File: src/rtl/mips_ctrl_pkg.sv
`default_nettype none
// ============================================================================
//  Module   : mips_ctrl_pkg
//  Purpose  : Shared encodings for the MIPS control path: opcodes, ALUOp
//             codes, ALUSrcB / PCSource selects and the multi-cycle state set.
//  Revision : 1.0 - initial release
// ============================================================================
package mips_ctrl_pkg;

    // Primary opcodes (IR[31:26])
    localparam logic [5:0] OP_RTYPE = 6'd0;
    localparam logic [5:0] OP_J     = 6'd2;
    localparam logic [5:0] OP_BEQ   = 6'd4;
    localparam logic [5:0] OP_ADDI  = 6'd8;
    localparam logic [5:0] OP_ANDI  = 6'd12;
    localparam logic [5:0] OP_ORI   = 6'd13;
    localparam logic [5:0] OP_LW    = 6'd35;
    localparam logic [5:0] OP_SW    = 6'd43;

    // ALU operation requests to the ALU control block
    localparam logic [2:0] ALU_ADD   = 3'b000;
    localparam logic [2:0] ALU_SUB   = 3'b001;
    localparam logic [2:0] ALU_FUNCT = 3'b010;
    localparam logic [2:0] ALU_OR    = 3'b011;
    localparam logic [2:0] ALU_AND   = 3'b100;

    // ALU B operand select
    localparam logic [1:0] SRCB_REG     = 2'b00;
    localparam logic [1:0] SRCB_FOUR    = 2'b01;
    localparam logic [1:0] SRCB_IMM     = 2'b10;
    localparam logic [1:0] SRCB_IMM_SH2 = 2'b11;

    // Next-PC source select
    localparam logic [1:0] PCSRC_ALU    = 2'b00;
    localparam logic [1:0] PCSRC_ALUOUT = 2'b01;
    localparam logic [1:0] PCSRC_JUMP   = 2'b10;

    // Multi-cycle sequencer states
    typedef enum logic [3:0] {
        S_RESET    = 4'd0,
        S_FETCH    = 4'd1,
        S_DECODE   = 4'd2,
        S_MEM_ADDR = 4'd3,
        S_MEM_RD   = 4'd4,
        S_MEM_WB   = 4'd5,
        S_MEM_WR   = 4'd6,
        S_EXEC_R   = 4'd7,
        S_R_WB     = 4'd8,
        S_EXEC_I   = 4'd9,
        S_I_WB     = 4'd10,
        S_BRANCH   = 4'd11,
        S_JUMP     = 4'd12
    } state_t;

    // States that hold a memory request open and wait on mem_ready
    function automatic logic is_mem_state(input state_t s);
        return (s == S_FETCH) || (s == S_MEM_RD) || (s == S_MEM_WR);
    endfunction

endpackage
`default_nettype wire

File: src/rtl/mem_wait_timer.sv
`default_nettype none
// ============================================================================
//  Module   : mem_wait_timer
//  Purpose  : Counts memory wait cycles and flags a timeout once the count
//             reaches MEM_TIMEOUT-1 while the request is still not ready.
//  Revision : 1.0 - initial release
// ============================================================================
module mem_wait_timer #(
    parameter int MEM_TIMEOUT = 16
) (
    input  logic clk,
    input  logic rst_n,
    input  logic active,
    input  logic ready,
    input  logic restart,
    output logic timeout
);

    localparam logic [7:0] LIMIT = 8'(MEM_TIMEOUT - 1);

    logic [7:0] count;

    // Wait counter: cleared on state entry, on ready and outside memory states
    always_ff @(posedge clk or negedge rst_n) begin
        if (!rst_n) begin
            count <= 8'd0;
        end else if (restart || ready || !active) begin
            count <= 8'd0;
        end else if (count != 8'hFF) begin
            count <= count + 8'd1;
        end
    end

    // A ready in the final cycle wins over the timeout
    always_comb begin
        timeout = active && !ready && (count == LIMIT);
    end

endmodule
`default_nettype wire

File: src/rtl/multicycle_control.sv
`default_nettype none
// ============================================================================
//  Module   : multicycle_control
//  Purpose  : Multi-cycle MIPS control FSM sequencing the shared datapath
//             through fetch/decode/execute/memory/writeback, with a memory
//             ready handshake, timeout abort and illegal opcode reporting.
//  Revision : 1.0 - initial release
// ============================================================================
module multicycle_control
    import mips_ctrl_pkg::*;
#(
    parameter int MEM_TIMEOUT = 16
) (
    input  logic       clk,
    input  logic       rst_n,
    input  logic [5:0] Op,
    input  logic       Zero,
    input  logic       mem_ready,
    output logic       PCWrite,
    output logic       PCWriteCond,
    output logic       IorD,
    output logic       MemRead,
    output logic       MemWrite,
    output logic       IRWrite,
    output logic       MemtoReg,
    output logic       RegDst,
    output logic       RegWrite,
    output logic       ALUSrcA,
    output logic [1:0] ALUSrcB,
    output logic [2:0] ALUOp,
    output logic [1:0] PCSource,
    output logic       illegal_op,
    output logic       mem_err
);

    state_t     state;
    state_t     next_state;
    logic [5:0] op_q;
    logic       in_mem;
    logic       timeout;
    logic       restart;
    logic       unused_zero;

    // Zero is combined with PCWriteCond in the datapath, not here
    assign unused_zero = Zero;

    assign in_mem  = is_mem_state(state);
    assign restart = (next_state != state) || timeout;

    mem_wait_timer #(
        .MEM_TIMEOUT (MEM_TIMEOUT)
    ) u_mem_wait_timer (
        .clk     (clk),
        .rst_n   (rst_n),
        .active  (in_mem),
        .ready   (mem_ready),
        .restart (restart),
        .timeout (timeout)
    );

    // State register
    always_ff @(posedge clk or negedge rst_n) begin
        if (!rst_n) begin
            state <= S_RESET;
        end else begin
            state <= next_state;
        end
    end

    // Opcode capture: only the value present in DECODE is used later
    always_ff @(posedge clk or negedge rst_n) begin
        if (!rst_n) begin
            op_q <= 6'd0;
        end else if (state == S_DECODE) begin
            op_q <= Op;
        end
    end

    // Next-state selection
    always_comb begin
        next_state = state;
        case (state)
            S_RESET:    next_state = S_FETCH;
            S_FETCH: begin
                if (mem_ready)    next_state = S_DECODE;
                else if (timeout) next_state = S_FETCH;
            end
            S_DECODE: begin
                case (Op)
                    OP_LW, OP_SW:              next_state = S_MEM_ADDR;
                    OP_RTYPE:                  next_state = S_EXEC_R;
                    OP_ADDI, OP_ANDI, OP_ORI:  next_state = S_EXEC_I;
                    OP_BEQ:                    next_state = S_BRANCH;
                    OP_J:                      next_state = S_JUMP;
                    default:                   next_state = S_FETCH;
                endcase
            end
            S_MEM_ADDR: next_state = (op_q == OP_LW) ? S_MEM_RD : S_MEM_WR;
            S_MEM_RD: begin
                if (mem_ready)    next_state = S_MEM_WB;
                else if (timeout) next_state = S_FETCH;
            end
            S_MEM_WB:   next_state = S_FETCH;
            S_MEM_WR: begin
                if (mem_ready || timeout) next_state = S_FETCH;
            end
            S_EXEC_R:   next_state = S_R_WB;
            S_R_WB:     next_state = S_FETCH;
            S_EXEC_I:   next_state = S_I_WB;
            S_I_WB:     next_state = S_FETCH;
            S_BRANCH:   next_state = S_FETCH;
            S_JUMP:     next_state = S_FETCH;
            default:    next_state = S_RESET;
        endcase
    end

    // Output decode from state, gated by mem_ready / timeout in memory states
    always_comb begin
        PCWrite     = 1'b0;
        PCWriteCond = 1'b0;
        IorD        = 1'b0;
        MemRead     = 1'b0;
        MemWrite    = 1'b0;
        IRWrite     = 1'b0;
        MemtoReg    = 1'b0;
        RegDst      = 1'b0;
        RegWrite    = 1'b0;
        ALUSrcA     = 1'b0;
        ALUSrcB     = SRCB_REG;
        ALUOp       = ALU_ADD;
        PCSource    = PCSRC_ALU;
        illegal_op  = 1'b0;
        mem_err     = 1'b0;
        case (state)
            S_FETCH: begin
                MemRead  = !timeout;
                ALUSrcB  = SRCB_FOUR;
                IRWrite  = mem_ready;
                PCWrite  = mem_ready;
                mem_err  = timeout;
            end
            S_DECODE: begin
                ALUSrcB = SRCB_IMM_SH2;
                case (Op)
                    OP_LW, OP_SW, OP_RTYPE, OP_ADDI, OP_ANDI,
                    OP_ORI, OP_BEQ, OP_J:      illegal_op = 1'b0;
                    default:                   illegal_op = 1'b1;
                endcase
            end
            S_MEM_ADDR: begin
                ALUSrcA = 1'b1;
                ALUSrcB = SRCB_IMM;
            end
            S_MEM_RD: begin
                MemRead = !timeout;
                IorD    = 1'b1;
                mem_err = timeout;
            end
            S_MEM_WB: begin
                RegWrite = 1'b1;
                MemtoReg = 1'b1;
            end
            S_MEM_WR: begin
                MemWrite = !timeout;
                IorD     = 1'b1;
                mem_err  = timeout;
            end
            S_EXEC_R: begin
                ALUSrcA = 1'b1;
                ALUOp   = ALU_FUNCT;
            end
            S_R_WB: begin
                RegWrite = 1'b1;
                RegDst   = 1'b1;
            end
            S_EXEC_I: begin
                ALUSrcA = 1'b1;
                ALUSrcB = SRCB_IMM;
                case (op_q)
                    OP_ANDI: ALUOp = ALU_AND;
                    OP_ORI:  ALUOp = ALU_OR;
                    default: ALUOp = ALU_ADD;
                endcase
            end
            S_I_WB: begin
                RegWrite = 1'b1;
            end
            S_BRANCH: begin
                ALUSrcA     = 1'b1;
                ALUOp       = ALU_SUB;
                PCWriteCond = 1'b1;
                PCSource    = PCSRC_ALUOUT;
            end
            S_JUMP: begin
                PCWrite  = 1'b1;
                PCSource = PCSRC_JUMP;
            end
            default: begin
                PCWrite = 1'b0;
            end
        endcase
    end

endmodule
`default_nettype wire

File: config.mk
export PLATFORM = sky130hd
export DESIGN_NAME = multicycle_control
export DESIGN_NICKNAME = d
export VERILOG_FILES = /design/src/rtl/mips_ctrl_pkg.sv /design/src/rtl/mem_wait_timer.sv /design/src/rtl/multicycle_control.sv
export SDC_FILE = /design/constraint.sdc
export NUM_CORES = 1
export LEC_CHECK = 0
export ABC_CLOCK_PERIOD_IN_PS = 2450
export CORE_MARGIN = 4
export CORE_UTILIZATION = 50
export CTS_CLUSTER_SIZE = 28
export DETAILED_ROUTE_END_ITERATION = 8
export HOLD_SLACK_MARGIN = 0.12
export PLACE_DENSITY = 0.92
export SLEW_MARGIN = 30
export SYNTH_ARGS = -nofsm -noshare
export SYNTH_HDL_FRONTEND = slang
export SYNTH_SLANG_ARGS = --single-unit
File: constraint.sdc
create_clock -name clk -period 2.45 [get_ports clk]
set_input_delay 0.3675 -clock clk [delete_from_list [all_inputs] [get_ports clk]]
set_output_delay 0.3675 -clock clk [all_outputs]
set_load 0.005 [all_outputs]
==> impl_metrics.ini <==
[yosys]
netlist.area_leader.share = 0.3596
synth.avg_cell_area_sq_um = 8.698
syn_nets = 155
ys_seq_area_frac = 0.3596
yosys_register_bits = 18
async_flop_share = 1.000
netlist_instances = 144
synth-edff-count = 0
yosys.area.top_type = dfrtp_1
synth.distinct_cells = 48
yosysWarnings = 0
syn_area_sq_um = 1252
synth.area.top_cells = dfrtp_1, nor2_1, mux2_2, nand2_1, nand2b_1
synth_ff_type = dfrtp_1

[global_routing]
antenna_found_initial = 0
grt_pass1_wl_microns = 5658
grt_start_max_net_pins = 19
grt_overflow = 0
grt_pass1_vias = 1248
track_usage = 0.2082

[clocking]
cts_sinks = 18
hold_buffers = 0
cts.path.max_buffers = 2
cts.clk_slew.worst_paths_ns = 0.10
root_buffer = clkbuf_4
insertion_delay_ns = 0.30
tritoncts = done
htree_levels = 1
cts_buffers = 3

[sta]
maxSlewHeadroom = 0.4700
tightest_slew_ns = 0.7925
slew_violations = 0
rsz0062_at_grt = no
setup_viol = 0
fin_crit_sh = 0.9700
finClkSkew_ns = 0.006291
fin_crit_ns = 2.376
fmax_ghz = 0.4208
fin_setup_tns_ns = 0
finalHoldViolCount = 0
whs_ns = 0.5211

[cells_and_area]
final_common_cell = clkdlybuf4s50_1
final_util = 0.7538
final_cell_mix = clkdlybuf4s50_1, nor2_1, buf_4
antenna_cells = 0
area_delta_synth_final_pct = 38.26
nets = 198
drive_gt1_frac = 0.2258

[worst_hold_path]
hold_path_class = in2async

[critical_path]
crit_fanout = 4
path_class = reg2out
critPathRequiredTime_ns = 2.08
start_kind = register
end_kind = output pin
arrival_ns = 2.01

[place]
dpl.hpwl_microns = 2385
io_buffers = 27
place_congestion = 0.8478

[route]
postRouteAntennaNets = 0
vias_per_cell = 6.154
post_drt_wl_per_cell_microns = 15.51
drt_wl_total_microns = 3319
drc = 0
drtPass1Iterations = 4
vias = 1317
drtIter0Drc = 43

[die]
core-area_sq_um = 2297
die-area_sq_um = 3370
num_rows = 17
die_w_microns = 58.05
die_h_microns = 58.05
ioPinCount = 29
start_util = 0.5452

[pwr]
power_frac_seq = 0.318
internal_power_uw = 979.1
p_total_uw = 1592
vdd_drop_max_mv = 0.7167
p_switching_uw = 613.2
p_sw_frac = 0.3851
power_leakage_uw = 0.0007084
clkPwrFrac = 0.114
power_density_nw_per_um2 = 919.5
p_comb_frac = 0.569

[run]
cap_viol_max_count = 0

[run_status]
status = finished clean
-- cells in the mapped netlist (3+ instances only) --
cell type and number:
a21oi_1 5, o21ai_0 6, mux2_2 6, nand3_1 3
nor2_1 19, dfrtp_1 18, a31oi_1 4, nor3_1 6
inv_1 7, nand2_1 14, nand2b_1 6
-- final timing paths --
path	cells after the start	slack [ns]	to	startpoint
hold / removal	1	0.52	u_mem_wait_timer.count[0]	rst_n
setup / recovery	7	0.07	MemWrite	u_mem_wait_timer.count[0]
min in group clk	1	0.55	op_q[3]	op_q[3]
max in group asynchronous	1	1.38	state[1]	rst_n
hold reg to reg	1	0.55	op_q[3]	op_q[3]
setup reg to reg	5	0.81	state[1]	u_mem_wait_timer.count[0]
-- power groups by stage --
stage	combinational [uW]	sequential, uW	clock (uW)
2_1_floorplan	518	468	0
3_3_place_gp	815	487	0
3_5_place_dp	845	501	0
4_1_cts	867	495	184
5_1_grt	992	519	198
6_report	905	506	181
-- state kept, by name (all words and copies together), names as in the netlist --
signal,cells
op_q,6
state,4
u_mem_wait_timer.count,8
-- worst max-delay path: stages, from the launching register on --
cell	delay, ns
dfrtp_1	0.42
ha_2	0.22
and3_4	0.21
nand2_2	0.09
nor2_2	0.06
buf_4	0.13
nor2_1	0.09
clkdlybuf4s50_1	0.50
-- per-stage QoR --
| step | instance area, sq um | setup WS (ns) | cells |
|---|---|---|---|
| 4_1_cts | 1688 | 0.002478 | 212 |
| 5_1_grt | 1732 | 0.004296 | 214 |
| 3_3_place_gp | 1623 | 0.1233 | 206 |
| 3_5_place_dp | 1623 | 0.09476 | 206 |
| 2_1_floorplan | 1252 | 0.7129 | 144 |
| 6_report | 1732 | 0.07360 | 214 |
-- cell type report --
cell class / count / area (sq um)
sequential: 18 / 454.2
timing repair buffer: 44 / 400.4
clock buffer: 4 / 36.28
tap: 28 / 35.03
multi-input combinational: 113 / 779.5
fill: 156 / 565.5
inverter: 7 / 26.28
-- cell families after synthesis --
logic type,share of synthesized area
and+or+nand+nor,0.3017
AOI/OAI and AO/OA,0.1908
DFF,0.3596
buffers and inverters,0.04696
muxes,0.06193
xor gates and xnor gates,0.02098
adders and majority gates,0.01798
-- per-layer routing --
| layer | track usage | up-vias | part of all wire |
|---|---|---|---|
| met1 | 0.2642 | 641 | 0.42 |
| met3 | 0.02673 | 11 | 0.049 |
| met5 | 0 | - | 0 |
| li1 | - | 609 | - |
| met4 | 0.06623 | 0 | 0.023 |
| met2 | 0.3645 | 56 | 0.50 |
-- what timing repair did --
action | CTS | global route
buffers inserted | 2 | 2
setup endpoints to repair | 5 | 4
pin swaps | 0 | 0
resized for setup | 5 | 8
(Power assumes the default switching activity.)
==> RTL edit 1: new RTL, same settings <==
Register the output `mem_err`, cleared by the reset; this adds one clock of latency there. The other outputs are not delayed to match.
--- a/src/rtl/multicycle_control.sv
+++ b/src/rtl/multicycle_control.sv
@@ -33,6 +33,8 @@
     output logic       mem_err
 );
 
+    logic mem_err_d;
+
     state_t     state;
     state_t     next_state;
     logic [5:0] op_q;
@@ -130,14 +132,14 @@
         ALUOp       = ALU_ADD;
         PCSource    = PCSRC_ALU;
         illegal_op  = 1'b0;
-        mem_err     = 1'b0;
+        mem_err_d   = 1'b0;
         case (state)
             S_FETCH: begin
                 MemRead  = !timeout;
                 ALUSrcB  = SRCB_FOUR;
                 IRWrite  = mem_ready;
                 PCWrite  = mem_ready;
-                mem_err  = timeout;
+                mem_err_d = timeout;
             end
             S_DECODE: begin
                 ALUSrcB = SRCB_IMM_SH2;
@@ -154,7 +156,7 @@
             S_MEM_RD: begin
                 MemRead = !timeout;
                 IorD    = 1'b1;
-                mem_err = timeout;
+                mem_err_d = timeout;
             end
             S_MEM_WB: begin
                 RegWrite = 1'b1;
@@ -163,7 +165,7 @@
             S_MEM_WR: begin
                 MemWrite = !timeout;
                 IorD     = 1'b1;
-                mem_err  = timeout;
+                mem_err_d = timeout;
             end
             S_EXEC_R: begin
                 ALUSrcA = 1'b1;
@@ -201,6 +203,14 @@
         endcase
     end
 
+    always_ff @(posedge clk or negedge rst_n) begin
+        if (!rst_n) begin
+            mem_err <= '0;
+        end else begin
+            mem_err <= mem_err_d;
+        end
+    end
+
 endmodule
 `default_nettype wire
 
Check against the original RTL: no difference found for any inputs over 10 cycles, from zero or initial values and one cycle with rst_n low; that may be too few to reach the edited logic, so the function may still have changed.
==> RTL edit 1 against the unedited design <==
- sequential cell count rose by 1
- synthesized area is 3.0% higher
- design area fell by 4.6%
- register-to-register slack improved by 20 ps
- wire length decreased by 1.8%
- core utilization fell by 8.7 points
- power is 10% lower
- combinational power fell by 19%
- largest cell class unchanged
- synthesized cell count down 0.69%
- worst setup slack gained 20 ps
- via count down 7.9%
==> RTL edit 1: results <==
{
  "timing.reg2reg.worst_path_depth": 5,
  "first_global_vias": 1202,
  "largest_net_degree_at_the_start_of_global_routing": 20,
  "worst_vdd_rail_ir_drop_uv": 621,
  "dr_wl_met3_um": 153,
  "critical_path_peak_fanout": 7,
  "grt_util_all_layers": 0.213,
  "synth-seq-area-share": 0.369,
  "hp-class": "input port to asynchronous set/reset pin",
  "met2_usage": 0.369,
  "place.detailed.hpwl_um": 2480,
  "synth.yosys.warnings": 0,
  "diode_count": 0,
  "leakage_power_nw": 0.665,
  "reg_top3": "u_mem_wait_timer.count x8, op_q x6, state x4",
  "worst_clock_skew_ps": 4.04,
  "grt_first_pass_wirelength_um": 5620,
  "clockRootBuffer": "sky130_fd_sc_hd__clkbuf_4",
  "yosys.cell_types.count": 50,
  "ctsHtreeMaxLevel": 1,
  "max_root_sink_buffers": 2,
  "grt_antenna_before_repair": 0,
  "groute.layer.met3.usage": 0.0395,
  "drt_first_iter_violations": 50,
  "netlist_top_cells_area": "sky130_fd_sc_hd__dfrtp_1 (37%), sky130_fd_sc_hd__mux2_2 (5.2%), sky130_fd_sc_hd__nor2_1 (4.7%)",
  "fillers": 207,
  "run_status": "finished clean",
  "route.layer.met1.wl_um": 1360,
  "netlist_instances": 143,
  "finalWeightedCongestion": 0.884,
  "dp_slack_ps": 138,
  "clock_latency_ps": 290,
  "wl_um": 3260,
  "slew-limit-headroom": 0.706,
  "grt_use_met1": 0.268,
  "r2r_slack_ps": 830,
  "dpl.cell_count": 200,
  "syn_nets": 154,
  "detailroute.wirelength.met2_um": 1720,
  "r2r_end": "u_mem_wait_timer.count[6]",
  "final_net_count": 187,
  "cts.repair_timing.setup_buffer_count": 0,
  "post_layout_nonfiller_instances": 205,
  "top_post_synthesis_cells_by_count": "sky130_fd_sc_hd__dfrtp_1 (19), sky130_fd_sc_hd__nor2_1 (16), sky130_fd_sc_hd__nand2_1 (12)",
  "placement.cell_area_um2": 1610,
  "routed_via_density": 5.92,
  "highest_layer": "met4",
  "worst_ep_arrival_time_ps": 1990,
  "layout-drive-gt1-share": 0.194
}
==> RTL edit 1: cell count changes after synthesis, moves of 3 or more <==
cell	before	now
sky130_fd_sc_hd__a21oi_1	5	10
sky130_fd_sc_hd__nand2b_1	6	2
sky130_fd_sc_hd__o21ai_0	6	2
sky130_fd_sc_hd__nor2_1	19	16
sky130_fd_sc_hd__nor3_1	6	3
sky130_fd_sc_hd__nor4_1	1	4
==> RTL edit 1: worst max-delay path: stages, from the launching register on <==
cell and delay (ps):
sky130_fd_sc_hd__dfrtp_1 470, sky130_fd_sc_hd__nor4_2 430, sky130_fd_sc_hd__nand2_1 100, sky130_fd_sc_hd__nor2_1 180
sky130_fd_sc_hd__nor3_1 70, sky130_fd_sc_hd__clkdlybuf4s50_1 450
==> RTL edit 1: cell type report <==
type | instances | area, um^2 | share of cell area
multi-input cells | 109 | 748 | 0.453
flip-flops and latches | 19 | 479 | 0.290
repair buffers | 36 | 334 | 0.202
well taps | 30 | 37.5 | 0.0227
inverters | 7 | 26.3 | 0.0159
clock buffers | 3 | 22.5 | 0.0136
clock inverters | 1 | 5.00 | 0.00303
==> RTL edit 1: timing repair <==
item | in CTS | in global routing
pin swaps | 1 | 0
setup endpoints to repair | 1 | 6
gates cloned | 0 | 0
hold endpoints to repair | 0 | 19
hold buffers | 0 | 1
gates resized for setup | 1 | 4
==> RTL edit 1: how the worst max path moves through the flow <==
| stage | from | to | slack [ps] | cells past startpoint |
|---|---|---|---|---|
| after floorplan | u_mem_wait_timer.count[0] | MemRead | 800 | 6 |
| after global placement | Op[1] | illegal_op | 170 | 6 |
| after detailed placement | Op[2] | illegal_op | 140 | 6 |
| after CTS | u_mem_wait_timer.count[4] | MemWrite | 20 | 5 |
| after global routing | u_mem_wait_timer.count[4] | MemWrite | -70 | 5 |
| final | u_mem_wait_timer.count[4] | MemWrite | 90 | 5 |
==> RTL edit 1: cells by family (layout without fill, tap and decap cells) <==
family,after synthesis,count (layout),synth area share
and+or+nand+nor,67,67,0.319
AOI/OAI and AO/OA,28,28,0.141
muxes,8,8,0.0708
DFF,19,19,0.369
xor gates and xnor gates,4,4,0.0272
adders and majority gates,2,2,0.0175
buffers and inverters,15,47,0.0562
==> RTL edit 1: report_power, final <==
group	internal [W]	switching, W
clock network	0.0000607	0.0000976
registers	0.000405	0.000128
logic	0.000388	0.000346
total	0.000854	0.000572
==> RTL edit 1: per-stage QoR <==
step | hold slack (ps) | power [W] | utilization
6_report | 529 | 0.00143 | 0.667
5_1_grt | 547 | 0.00153 | 0.667
4_1_cts | 558 | 0.00142 | 0.661
3_5_place_dp | 532 | 0.00127 | 0.651
3_3_place_gp | 515 | 0.00124 | 0.651
2_1_floorplan | 71.9 | 0.000955 | -
==> RTL edit 2: new RTL, same flow settings <==
Without the edit above. `MEM_TIMEOUT` is set to 16 in 2 places; all go to 15.
--- a/src/rtl/mem_wait_timer.sv
+++ b/src/rtl/mem_wait_timer.sv
@@ -6,7 +6,7 @@
 //  Revision : 1.0 - initial release
 // ============================================================================
 module mem_wait_timer #(
-    parameter int MEM_TIMEOUT = 16
+    parameter int MEM_TIMEOUT = 15
 ) (
     input  logic clk,
     input  logic rst_n,
--- a/src/rtl/multicycle_control.sv
+++ b/src/rtl/multicycle_control.sv
@@ -9,7 +9,7 @@
 module multicycle_control
     import mips_ctrl_pkg::*;
 #(
-    parameter int MEM_TIMEOUT = 16
+    parameter int MEM_TIMEOUT = 15
 ) (
     input  logic       clk,
     input  logic       rst_n,
Behaviour: no difference found for any inputs over 10 cycles, from zero or initial values and one cycle with rst_n low; that may be too few to reach the edited logic, so the function may still have changed.
==> RTL edit 2 against the unedited design <==
- clock power rose by 6%
- power decreased by 2.8%
- core utilization down 3.9 points
- die area down 1.7%
- wire length decreased by 4.0%
- worst setup slack worse by 5.1 ps
- register-to-register slack worse by 140 ps
- combinational power down 10%
- design area decreased by 6.1%
- critical path depth decreased by 4
- sequential power is 7.5% higher
- synthesized area down 2.0%
- sequential cell count stayed put
- critical endpoint is now ALUOp[2]
- highest routed layer unchanged
==> RTL edit 2: results <==
{
  "final_net_count": 183,
  "r2r_end": "u_mem_wait_timer.count[2]",
  "finalWorstPathRequiredPeriod_ps": 2380,
  "place.detailed.hpwl_um": 2260,
  "grt_first_pass_wirelength_um": 5330,
  "run_status": "finished clean",
  "layout-drive-gt1-share": 0.194,
  "tightest_slew_ps": 824,
  "dp_slack_ps": 62.0,
  "timing.reg2reg.worst_path_depth": 6,
  "grt_use_met1": 0.228,
  "wl_um": 3190,
  "top_post_synthesis_cells_by_count": "sky130_fd_sc_hd__dfrtp_1 (18), sky130_fd_sc_hd__nor2_1 (14), sky130_fd_sc_hd__nor3_1 (9)",
  "first_global_vias": 1220,
  "placement.cell_area_um2": 1550,
  "r2r_slack_ps": 670,
  "syn_nets": 151,
  "leakage_power_nw": 0.653,
  "detailroute.via_count": 1234,
  "fillers": 163,
  "worstSetupStartpoint": "state[2]",
  "synth-seq-area-share": 0.367,
  "yosys.cell_types.count": 45,
  "critical_path_peak_fanout": 15,
  "finalWeightedCongestion": 0.843
}
RTL edit 2: through the flow:
step / instances / utilization / hold WS [ps]
6_report: 198 / 0.715 / 521
5_1_grt: 198 / 0.715 / 584
4_1_cts: 198 / 0.705 / 549
3_5_place_dp: 193 / 0.679 / 520
3_3_place_gp: 193 / 0.679 / 512
2_1_floorplan: 139 / - / 71.9
RTL edit 2: worst max-delay path, stage by stage (launching register included):
cell and delay (ps):
sky130_fd_sc_hd__dfrtp_2 530, sky130_fd_sc_hd__nand2b_1 280, sky130_fd_sc_hd__nor4b_1 340, sky130_fd_sc_hd__clkdlybuf4s50_1 560
RTL edit 2: power breakdown:
part	internal, W	switching, W
registers	0.000391	0.000153
clock network	0.0000908	0.000100
logic	0.000440	0.000372
total	0.000922	0.000626
RTL edit 2: logic make-up (layout without fill, tap and decap cells):
logic type	Yosys count	count (layout)	synth area share
simple gates	61	61	0.279
compound gates	32	32	0.191
flops	18	18	0.367
buf+inv	16	47	0.0571
mux	7	7	0.0632
fa+ha+maj	3	3	0.0285
xor+xnor	2	2	0.0143
RTL edit 2: layout make-up:
type | count | area share
well taps | 28 | 0.0215
clock buffers | 4 | 0.0223
inverters | 8 | 0.0185
multi-input cells | 105 | 0.458
repair buffers | 35 | 0.201
flip-flops and latches | 18 | 0.279
RTL edit 2: what timing repair did:
action | 4_1_cts | 5_1_grt
resized for setup | 10 | 4
setup endpoints to repair | 6 | 5
pin swaps | 0 | 0
cloned | 0 | 0
endpoints found under the hold margin | 0 | 0
buffers inserted | 1 | 0
RTL edit 2: per-layer routing:
metal	vias to the layer above	wire, um
met1	587	1330
met2	52	1610
met3	9	195
met4	0	57
li1	586	-
met5	-	0
